`config.mk`:
```
export PLATFORM = sky130hd
export DESIGN_NAME = cache_fill_fsm
export DESIGN_NICKNAME = d
export VERILOG_FILES = /design/src/rtl/cache_pkg.sv /design/src/rtl/fill_counter.sv /design/src/rtl/cache_fill_fsm.sv
export SDC_FILE = /design/constraint.sdc
export NUM_CORES = 1
export LEC_CHECK = 0
export ABC_AREA = 0
export ABC_CLOCK_PERIOD_IN_PS = 1550
export BUFFER_PORTS_ARGS = -buffer_cell sky130_fd_sc_hd__buf_2
export CELL_PAD_IN_SITES_DETAIL_PLACEMENT = 0
export CELL_PAD_IN_SITES_GLOBAL_PLACEMENT = 1
export CORE_MARGIN = 3
export CORE_UTILIZATION = 22
export CTS_CLUSTER_DIAMETER = 40
export DETAILED_ROUTE_END_ITERATION = 10
export GPL_ROUTABILITY_DRIVEN = 0
export HOLD_SLACK_MARGIN = 0.06
export PLACE_DENSITY_LB_ADDON = 0.2
export SLEW_MARGIN = 20
export SYNTH_ARGS = -nofsm -noshare
export SYNTH_HDL_FRONTEND = slang
export SYNTH_SLANG_ARGS = --single-unit
```
`constraint.sdc`:
```
create_clock -name clk -period 1.55 [get_ports clk]
set_input_delay 0.0775 -clock clk [delete_from_list [all_inputs] [get_ports clk]]
set_output_delay 0.0775 -clock clk [all_outputs]
set_load 0.1 [all_outputs]
```
`src/rtl/cache_pkg.sv`:
```
// Shared types and block geometry for the cache miss/fill controller.
package cache_pkg;

  localparam int unsigned WORDS_PER_BLOCK   = 8;
  localparam int unsigned WORD_IDX_W        = 3;
  localparam int unsigned BLOCK_OFFSET_BITS = 4;

  typedef enum logic [1:0] {
    ST_IDLE  = 2'd0,
    ST_WRITE = 2'd1,
    ST_FILL  = 2'd2,
    ST_DONE  = 2'd3
  } fill_state_t;

endpackage

```
`src/rtl/fill_counter.sv`:
```
// Latency and word counters for a block fill.
// word_tick marks the cycle in which the current word's data is sampled.
module fill_counter
  import cache_pkg::*;
#(
  parameter int MEM_LATENCY = 1
) (
  input  logic                  clk,
  input  logic                  rst,
  input  logic                  clear,
  input  logic                  advance,
  output logic [WORD_IDX_W-1:0] word_cnt,
  output logic                  word_tick,
  output logic                  last_word
);

  localparam int LAT_W = (MEM_LATENCY > 1) ? $clog2(MEM_LATENCY) : 1;

  logic [LAT_W-1:0] lat_cnt;

  assign word_tick = (lat_cnt == LAT_W'(MEM_LATENCY - 1));
  assign last_word = (word_cnt == WORD_IDX_W'(WORDS_PER_BLOCK - 1));

  // Hold each word address for MEM_LATENCY cycles, then step to the next word.
  // word_cnt wraps to 0 naturally when the last word is sampled.
  always_ff @(posedge clk or negedge rst) begin
    if (!rst) begin
      lat_cnt  <= '0;
      word_cnt <= '0;
    end else if (clear) begin
      lat_cnt  <= '0;
      word_cnt <= '0;
    end else if (advance) begin
      if (word_tick) begin
        lat_cnt  <= '0;
        word_cnt <= word_cnt + 1'b1;
      end else begin
        lat_cnt <= lat_cnt + 1'b1;
      end
    end
  end

endmodule

```
`src/rtl/cache_fill_fsm.sv`:
```
// Miss-handling controller: fills one 8-word block from a single-port
// memory and arbitrates write-through stores onto the same port.
module cache_fill_fsm
  import cache_pkg::*;
#(
  parameter int ADDR_WIDTH  = 16,
  parameter int MEM_LATENCY = 1
) (
  input  logic                  clk,
  input  logic                  rst,
  input  logic                  miss_req,
  input  logic [ADDR_WIDTH-1:0] miss_addr,
  input  logic                  wt_req,
  input  logic [ADDR_WIDTH-1:0] wt_addr,
  input  logic [15:0]           wt_data,
  output logic                  wt_ack,
  output logic                  fill_busy,
  output logic                  fill_we,
  output logic [2:0]            fill_word_idx,
  output logic [15:0]           fill_data,
  output logic                  fill_tag_we,
  output logic                  fill_done,
  output logic [ADDR_WIDTH-1:0] mem_addr,
  output logic [15:0]           mem_data_in,
  output logic                  mem_enable,
  output logic                  mem_wr,
  input  logic [15:0]           mem_data_out
);

  fill_state_t           state, state_nxt;
  logic [ADDR_WIDTH-1:0] base;
  logic                  fill_start;
  logic                  advance;
  logic [WORD_IDX_W-1:0] word_cnt;
  logic                  word_tick;
  logic                  last_word;

  // Byte-offset bits within a block and the store's byte lane are don't-care.
  logic unused_addr_bits;
  assign unused_addr_bits = &{1'b0, miss_addr[BLOCK_OFFSET_BITS-1:0], wt_addr[0]};

  assign advance   = (state == ST_FILL);
  assign fill_data = mem_data_out;

  fill_counter #(
    .MEM_LATENCY (MEM_LATENCY)
  ) u_fill_counter (
    .clk       (clk),
    .rst       (rst),
    .clear     (fill_start),
    .advance   (advance),
    .word_cnt  (word_cnt),
    .word_tick (word_tick),
    .last_word (last_word)
  );

  // State register and block base captured on entry to FILL.
  always_ff @(posedge clk or negedge rst) begin
    if (!rst) begin
      state <= ST_IDLE;
      base  <= '0;
    end else begin
      state <= state_nxt;
      if (fill_start) begin
        base <= {miss_addr[ADDR_WIDTH-1:BLOCK_OFFSET_BITS], {BLOCK_OFFSET_BITS{1'b0}}};
      end
    end
  end

  // Next-state and Moore output decode; stores win over fills in IDLE.
  always_comb begin
    state_nxt     = state;
    fill_start    = 1'b0;
    wt_ack        = 1'b0;
    fill_busy     = 1'b0;
    fill_we       = 1'b0;
    fill_word_idx = '0;
    fill_tag_we   = 1'b0;
    fill_done     = 1'b0;
    mem_addr      = '0;
    mem_data_in   = '0;
    mem_enable    = 1'b0;
    mem_wr        = 1'b0;
    case (state)
      ST_IDLE: begin
        if (wt_req) begin
          state_nxt = ST_WRITE;
        end else if (miss_req) begin
          state_nxt  = ST_FILL;
          fill_start = 1'b1;
        end
      end
      ST_WRITE: begin
        fill_busy   = 1'b1;
        mem_enable  = 1'b1;
        mem_wr      = 1'b1;
        mem_addr    = {wt_addr[ADDR_WIDTH-1:1], 1'b0};
        mem_data_in = wt_data;
        wt_ack      = 1'b1;
        state_nxt   = ST_IDLE;
      end
      ST_FILL: begin
        fill_busy     = 1'b1;
        mem_enable    = 1'b1;
        mem_addr      = base + ADDR_WIDTH'({word_cnt, 1'b0});
        fill_word_idx = word_cnt;
        if (word_tick) begin
          fill_we = 1'b1;
          if (last_word) begin
            fill_tag_we = 1'b1;
            state_nxt   = ST_DONE;
          end
        end
      end
      ST_DONE: begin
        fill_busy = 1'b1;
        fill_done = 1'b1;
        state_nxt = ST_IDLE;
      end
      default: state_nxt = ST_IDLE;
    endcase
  end

endmodule

```
==> reports/results.txt, run 1 <==
TNS Setup: -3.552 ns
vias in the first global route: 1295
Tmin final: 1.710 ns
CP required: 1.47 ns
Hold Crit Class: in2reg
Post-Synthesis Cells: 135
# IOs: 126
CTS Root Cell: clkbuf_8
period utilization: 1.103
reg2reg start: state[0]$_DFFE_PN0P_
area of the multi-input gates: 1060 um^2
IO Port Bufs: 87
fillers: 495
sequential area share after synthesis: 0.3172
clk_skew: 0.007816 ns
antenna cell count: 0
Worst Setup Path Type: reg2out
Combinational Power Share: 0.854
internal power: 3912 uW
DP HPWL: 3.309 mm
final instance area: 3099 um^2
most common cell in the netlist: and2_1
vias per inst: 4.205
top_reg_cell synth: dfrtp_1
Core ar.: 5709 um^2
Area contributors post-synth: dfrtp_1 32%, buf_4 10%, and2_1 9.3%, mux2_4 7.8%, ha_1 7.5%
synthesized flop and latch total: 17
switching share of power: 0.5155
Area growth syn-to-layout: 131.1%
Cell Area, Synth: 1341 um^2
max-cap violations: 0
initial DRC count: 57
Clock Sinks: 17
Rows: 27
crit end category: output port
net switching power: 4162 uW
Final Hold Fails: 0
Post-synth EDFFs: 0
antenna violations before repair: 0
hold_sp: wt_req
fraction of registers with async set/reset: 1.000
share of power burned in registers: 0.105
crit start category: flip-flop
Congestion Overflow GR: 0
Yosys top cell by area: dfrtp_1
Max Slew Vio Count: 0
syn nets: 211
DRT Pass-1 Iters: 4
total wire length: 4.823 mm
Post-DP Area: 2645 um^2
run status: finished with violations
unrepaired setup endpoints after global routing: true
LEAKAGE: 0.001394 uW
clock latency on the worst-skew pair: 0.25 ns
Die X-Extent: 84.08 um
Die ar.: 7069 um^2
FMAX: 0.5849 GHz
share of layout cells above drive strength 1: 0.8000
CP Data Arrival Time: 1.63 ns
CP max FO: 8
most common library cells after synthesis: 20 x and2_1, 18 x buf_4, 17 x dfrtp_1, 16 x nor2b_1, 12 x a22oi_1
H-tree levels: 1
syn avg cell area: 9.935 um^2
pwr dens: 2605 nW/um^2
Routed Antenna Nets: 0
Critical Path Source: state[0]$_DFFE_PN0P_
register area: 427.9 um^2
Distinct cells, synth: 26
initial core utilization: 0.2349
drt wl/cell: 15.46 um
VDD IR max: 0.001461 V
setup slack after layout: -0.1596 ns
CTS buffer count: 3
CTS Buffer Depth: 2
DIE HEIGHT: 84.08 um
TritonCTS clock tree: done
final setup violating endpoints: 31
Yosys top cell area share: 0.3172
largest net degree at the start of global routing: 29
failing checks: setup timing
Yosys warning total: 0
DR vias: 1312
Clock Power Share: 0.041
DRC: 0
fin nets: 317
first-pass GRT wire length: 6.748 mm
Tot GR Track Use: 0.1185
clock slew at reported path FFs: 0.07 ns
placed cells by master (no fill, tap or decap), types with 2 or more instances in the layout:
| master | n |
|---|---|
| a21oi_4 | 3 |
| a22oi_1 | 2 |
| a22oi_2 | 10 |
| and2_4 | 22 |
| buf_12 | 43 |
| buf_2 | 47 |
| buf_4 | 16 |
| buf_6 | 3 |
| buf_8 | 2 |
| clkbuf_16 | 2 |
| clkbuf_8 | 3 |
| dfrtp_1 | 15 |
| dfrtp_2 | 2 |
| dlygate4sd3_1 | 13 |
| ha_1 | 3 |
| ha_4 | 4 |
| inv_4 | 2 |
| mux2_4 | 12 |
| mux2i_1 | 2 |
| nor2_1 | 4 |
| nor2b_4 | 16 |
worst paths after layout:
| path | to | slack [ns] | cells after the start |
|---|---|---|---|
| worst max register to register | base[6]$_DFFE_PN0P_ | -0.10 | 6 |
| worst min-delay path | state[1]$_DFFE_PN0P_ | 0.12 | 2 |
| max in group asynchronous | state[1]$_DFFE_PN0P_ | 0.98 | 2 |
| worst max-delay path | mem_addr[10] | -0.16 | 7 |
| worst min register to register | base[8]$_DFFE_PN0P_ | 0.52 | 1 |
| min in group asynchronous | base[11]$_DFFE_PN0P_ | 0.27 | 2 |
layer usage:
| metal | wire, um | track usage | up-vias |
|---|---|---|---|
| li1 | - | - | 640 |
| met2 | 2366 | 0.1987 | 52 |
| met1 | 2125 | 0.1495 | 614 |
| met4 | 50 | 0.03509 | 0 |
| met3 | 280 | 0.02863 | 6 |
| met5 | 0 | 0 | - |
cells by family after synthesis:
logic type               Yosys count  share of synthesized area
AND/OR/NAND/NOR                   46                     0.2164
buffers and inverters             29                     0.1493
AO/OA/AOI/OAI                     19                    0.09795
flip-flops                        17                     0.3172
multiplexers                      14                     0.1353
adder cells (fa/ha/maj)            8                    0.07463
other                              1                   0.002796
XOR/XNOR                           1                   0.006531
sequential cells by signal, summed over array words and instances, names as in the netlist:
signal                   cells
u_fill_counter.word_cnt      3
state                        2
base                        12
worst max-delay path, cell delays in order (launching register included):
cell,delay [ns]
dfrtp_2,0.43
inv_4,0.05
buf_12,0.12
ha_4,0.19
buf_4,0.16
a22oi_2,0.20
nor2b_4,0.07
buf_12,0.16
layout make-up:
cell class                 count  share of cell area
inverter                       3            0.005248
multi-input combinational     90              0.3419
clock buffer                   4             0.01453
sequential                    17              0.1381
tap                           72             0.02907
timing repair buffer         126              0.4711
power by group through the flow:
stage                     clock network, uW  registers (uW)  logic [uW]
after floorplan                           0             814        4530
after global placement                    0             833        6160
after detailed placement                  0             830        6180
after CTS                               345             830        6350
after global routing                    363             877        7150
final                                   331             847        6900
per-stage QoR:
step / total power [uW] / std cells / util / setup WS (ns) / hold WS, ns
after detailed placement: 7007 / 277 / 0.4633 / -0.002054 / 0.04059
after floorplan: 5341 / 135 / - / -0.2617 / -0.2181
after global placement: 6989 / 277 / 0.4633 / 0.02860 / 0.04125
after CTS: 7521 / 299 / 0.5041 / -0.1526 / 0.06052
final: 8074 / 312 / 0.5428 / -0.1596 / 0.1229
after global routing: 8387 / 312 / 0.5428 / -0.2278 / 0.1144
timing repair:
| item | 4_1_cts | 5_1_grt |
|---|---|---|
| pin swaps | 2 | 7 |
| hold buffers | 12 | 1 |
| gates cloned | 0 | 4 |
| endpoints found under the setup margin | 41 | 49 |
| resized for setup | 6 | 17 |
| setup buffers | 6 | 10 |
| hold endpoints to repair | 28 | 1 |
Power figures use the tool's default switching activity.
==> inputs of run 2 (changes only) <==
Settings changed: CELL_PAD_IN_SITES_DETAIL_PLACEMENT 0 to not set, CELL_PAD_IN_SITES_GLOBAL_PLACEMENT 1 to not set, CORE_UTILIZATION 22 to 33.
==> reports/results.txt, run 2 (same netlist as run 1, synthesis figures left out) <==
run status: finished with violations
failing checks: setup timing
Hold Crit Class: in2reg
CTS Buffer Depth: 2
number of flip-flops in the largest register: 12
Routed Antenna Nets: 0
CTS Root Cell: clkbuf_8
clk_skew: 0.006561 ns
vias in the first global route: 1481
Clock Power Share: 0.040
final setup violating endpoints: 42
register area: 427.9 um^2
drt wl/cell: 16.40 um
CP max stage delay: 0.42 ns
fin nets: 313
VDD IR max: 0.001994 V
crit start category: flip-flop
CTS buffer count: 3
clock latency on the worst-skew pair: 0.25 ns
CP max-delay cell: dfrtp_2
total wire length: 4.657 mm
FMAX: 0.5968 GHz
WP buf/inv: 5
Final Total Pwr: 8028 uW
Max Slew Vio Count: 0
Die X-Extent: 69.76 um
crit-path leading delay family: buffers and inverters
Core ar.: 3799 um^2
DRC: 0
commonest non-fill, non-tap cell in the layout: buf_2
max-cap violations: 0
DR vias: 1347
CP required: 1.47 ns
IO Port Bufs: 87
largest registers: base (12), u_fill_counter.word_cnt (3), state (2)
Critical Path Source: state[1]$_DFFE_PN0P_
share of power burned in registers: 0.106
clock slew at reported path FFs: 0.07 ns
Most flops, register: base
vias per inst: 4.743
Clock Sinks: 17
most frequent cells in the layout: 46 x buf_2, 40 x buf_12, 22 x and2_4
hold_sp: miss_addr[7]
reg2reg start: state[1]$_DFFE_PN0P_
CP Data Arrival Time: 1.60 ns
most frequent CP cell: buf_6
setup slack after layout: -0.1255 ns
LEAKAGE: 0.001365 uW
critical-path cell list: inv_2, buf_6, ha_4, buf_8, buf_6, and2_4, buf_12
unrepaired setup endpoints after global routing: true
area of the multi-input gates: 1072 um^2
final core utilization: 0.7905
Combinational Power Share: 0.853
TritonCTS clock tree: done
Area growth syn-to-layout: 123.9%
CP max FO: 8
final instance area: 3003 um^2
internal power: 3853 uW
Hold Slack: 0.06624 ns
initial DRC count: 22
largest net degree at the start of global routing: 18
DP HPWL: 3.243 mm
period utilization: 1.081
Tmin final: 1.675 ns
switching share of power: 0.5200
DRT Pass-1 Iters: 4
antenna violations before repair: 0
pwr dens: 2673 nW/um^2
Congestion Overflow GR: 0
crit end category: output port
Worst Setup Path Type: reg2out
Rows: 22
DIE HEIGHT: 69.76 um
Tot GR Track Use: 0.1880
first-pass GRT wire length: 7.507 mm
initial core utilization: 0.3531
Post-DP Area: 2575 um^2
# IOs: 126
H-tree levels: 1
antenna cell count: 0
net switching power: 4175 uW
placed cells: 251
fillers: 224
share of layout cells above drive strength 1: 0.8305
Non-Filler Instances: 284
Final Hold Fails: 0
Die ar.: 4866 um^2
-- run 2: changes by cell type in the layout (fill, tap and decap cells not counted), sizes merged --
cell and delta:
clkinv +1, buf +4, dlygate4sd3 -6, clkbuf -3
-- run 2: final cells by class --
cell class,count,area share
clock buffer,3,0.01375
clock inverter,1,0.001667
inverter,3,0.004583
multi-input combinational,90,0.3571
sequential,17,0.1425
tap,48,0.02000
timing repair buffer,122,0.4604
-- run 2: per-layer routing --
layer / share of wire / GRT usage
met1: 0.37 / 0.2131
met2: 0.56 / 0.3602
met3: 0.053 / 0.03768
met4: 0.016 / 0.03830
met5: 0 / 0
-- run 2: through the flow --
stage          worst slack, ns  TNS, ns
6_report               -0.1255   -2.830
5_1_grt                -0.1900   -5.313
4_1_cts                -0.1098   -2.351
3_5_place_dp          -0.03202  -0.1433
3_3_place_gp           0.01381        0
2_1_floorplan          -0.2617   -3.920
-- run 2: what timing repair did --
| item | CTS | global route |
|---|---|---|
| setup buffers | 17 | 4 |
| resized for setup | 22 | 14 |
| hold endpoints to repair | 21 | 2 |
| hold buffers | 5 | 2 |
| gates cloned | 1 | 0 |
| endpoints found under the setup margin | 46 | 47 |
| pin swaps | 9 | 5 |
-- run 2: path summary, 6_finish.rpt --
| check | slack (ns) | end | cells after the start |
|---|---|---|---|
| worst max-delay path | -0.13 | mem_data_in[2] | 7 |
| worst min-delay path | 0.07 | base[7]$_DFFE_PN0P_ | 2 |
| worst max register to register | -0.01 | base[6]$_DFFE_PN0P_ | 6 |
| worst min register to register | 0.54 | base[10]$_DFFE_PN0P_ | 1 |
| max in group asynchronous | 0.97 | state[1]$_DFFE_PN0P_ | 2 |
| min in group asynchronous | 0.28 | base[4]$_DFFE_PN0P_ | 2 |
-- run 2: power by group through the flow --
stage	clock, uW	sequential (uW)	combinational [uW]
floorplan	0	814	4530
global placement	0	822	5990
detailed placement	0	837	6080
CTS	338	850	6660
global route	354	881	7090
finish	324	853	6850
-- run 2: worst reg2reg max path, delay by kind of cell (launching register included) --
family | cells | cell delay [ns]
muxes | 1 | 0.32
buffers and inverters | 2 | 0.19
and+or+nand+nor | 2 | 0.39
DFF | 1 | 0.42
adders and majority gates | 1 | 0.12
==> inputs of run 3 (changes only) <==
Settings changed: REMOVE_ABC_BUFFERS set to 1.
==> reports/results.txt, run 3 (same netlist as run 1, synthesis figures left out) <==
clock slew at reported path FFs: 0.07 ns
switching share of power: 0.5284
max-cap violations: 0
Core ar.: 3799 um^2
Critical Path Source: state[0]$_DFFE_PN0P_
CTS buffer count: 3
run status: finished with violations
Most flops, register: base
Rows: 22
CP max stage delay: 0.43 ns
critical-path cell list: inv_4, buf_6, ha_4, and2_4, a21oi_2, nor2b_2, buf_12
largest registers: base (12), u_fill_counter.word_cnt (3), state (2)
hold_sp: miss_addr[10]
Hold Crit Class: in2reg
hold path depth: 2
CTS Buffer Depth: 2
CTS Root Cell: clkbuf_8
CP max FO: 4
Hold Path End: base[10]$_DFFE_PN0P_
internal power: 3648 uW
vias per inst: 4.818
CP required: 1.47 ns
crit start category: flip-flop
Tmin final: 1.692 ns
DIE HEIGHT: 69.76 um
fin nets: 309
DRC: 0
failing checks: setup timing
H-tree levels: 1
met3 Resource Use GR: 0.09420
Clock Sinks: 17
share of power burned in registers: 0.108
Die ar.: 4866 um^2
FMAX: 0.5909 GHz
CP Data Arrival Time: 1.61 ns
Worst Setup Path Type: reg2out
IO Port Bufs: 87
DR vias: 1349
Max Slew Vio Count: 0
TritonCTS clock tree: done
antenna violations before repair: 0
Final Hold Fails: 0
most frequent cells in the layout: 46 x buf_2, 44 x buf_12, 22 x and2_4
clk_skew: 0.001197 ns
worst reg-to-reg path cell count: 5
busiest layer in global routing: met2
setup slack after layout: -0.1422 ns
Congestion Overflow GR: 0
final setup violating endpoints: 33
DRT Pass-1 Iters: 4
first-pass GRT wire length: 7.797 mm
LEAKAGE: 0.001313 uW
net switching power: 4088 uW
Reg-to-Reg End: base[14]$_DFFE_PN0P_
share of layout cells above drive strength 1: 0.8103
initial DRC count: 40
Clock Power Share: 0.043
commonest non-fill, non-tap cell in the layout: buf_2
crit end category: output port
initial core utilization: 0.3531
reg2reg start: state[0]$_DFFE_PN0P_
drt wl/cell: 19.00 um
pwr dens: 2646 nW/um^2
Die X-Extent: 69.76 um
CP max-delay cell: dfrtp_1
Tot GR Track Use: 0.2031
Final Total Pwr: 7736 uW
number of flip-flops in the largest register: 12
Place WS: -0.05071 ns
Routed Antenna Nets: 0
M2 GR Usage: 0.3824
period utilization: 1.092
final core utilization: 0.7698
DP HPWL: 3.519 mm
VDD IR max: 0.002190 V
vias in the first global route: 1544
largest net degree at the start of global routing: 18
r2r setup slk: 0.02 ns
unrepaired setup endpoints after global routing: true
Area growth syn-to-layout: 118.0%
Combinational Power Share: 0.850
total wire length: 5.320 mm
antenna cell count: 0
met1 Use GR: 0.2070
clock latency on the worst-skew pair: 0.25 ns
# IOs: 126
## run 3: changes by cell type in the layout (fill, tap and decap cells not counted), sizes merged
cell         delta
dlygate4sd3     +1
clkbuf          +3
buf             -8
## run 3: critical path: cells and delay by family (launching register included)
family / cells / cell delay [ns]
simple gates: 2 / 0.32
fa+ha+maj: 1 / 0.14
flops: 1 / 0.43
buf+inv: 3 / 0.43
compound gates: 1 / 0.04
## run 3: worst max-delay path by stage
stage / end / slack (ns) / depth (start not counted)
4_1_cts: mem_addr[1] / -0.11 / 7
5_1_grt: mem_addr[3] / -0.18 / 7
2_1_floorplan: mem_addr[1] / -2.07 / 4
6_report: mem_addr[3] / -0.14 / 7
3_3_place_gp: base[5]$_DFFE_PN0P_ / 0.03 / 5
3_5_place_dp: base[4]$_DFFE_PN0P_ / -0.05 / 5
## run 3: through the flow
stage | instances | instance area (um^2) | hold slack [ns] | setup TNS [ns]
CTS | 276 | 2811 | 0.06005 | -1.411
detailed placement | 260 | 2406 | 0.02946 | -0.2131
floorplan | 109 | 1152 | -0.2181 | -36.10
global placement | 260 | 2406 | 0.01813 | 0
global route | 280 | 2924 | 0.06442 | -3.479
finish | 280 | 2924 | 0.06097 | -2.083
## run 3: power groups by stage
stage	sequential [uW]	clock, uW	combinational (uW)
5_1_grt	857	359	6790
3_3_place_gp	781	0	5560
2_1_floorplan	771	0	3470
3_5_place_dp	798	0	5660
6_report	832	332	6570
4_1_cts	830	339	6310
## run 3: layout make-up
class,instances,area [um^2]
clock buffers,3,41.29
well taps,48,60.06
repair buffers,118,1399
inverters,3,13.76
flip-flops and latches,17,425.4
fillers,238,874.6
clock inverters,1,5.005
multi-input cells,90,979.7
## run 3: timing repair
action | 4_1_cts | 5_1_grt
hold endpoints to repair | 23 | 1
pin swaps | 8 | 18
setup buffers | 4 | 4
gates cloned | 2 | 2
hold buffers | 7 | 1
setup endpoints to repair | 47 | 43
resized for setup | 65 | 15
## run 3: layer usage
layer | wire length [um] | vias to the layer above
met5 | 38 | -
met4 | 11 | 2
met3 | 395 | 4
met2 | 3072 | 63
met1 | 1803 | 654
li1 | - | 626
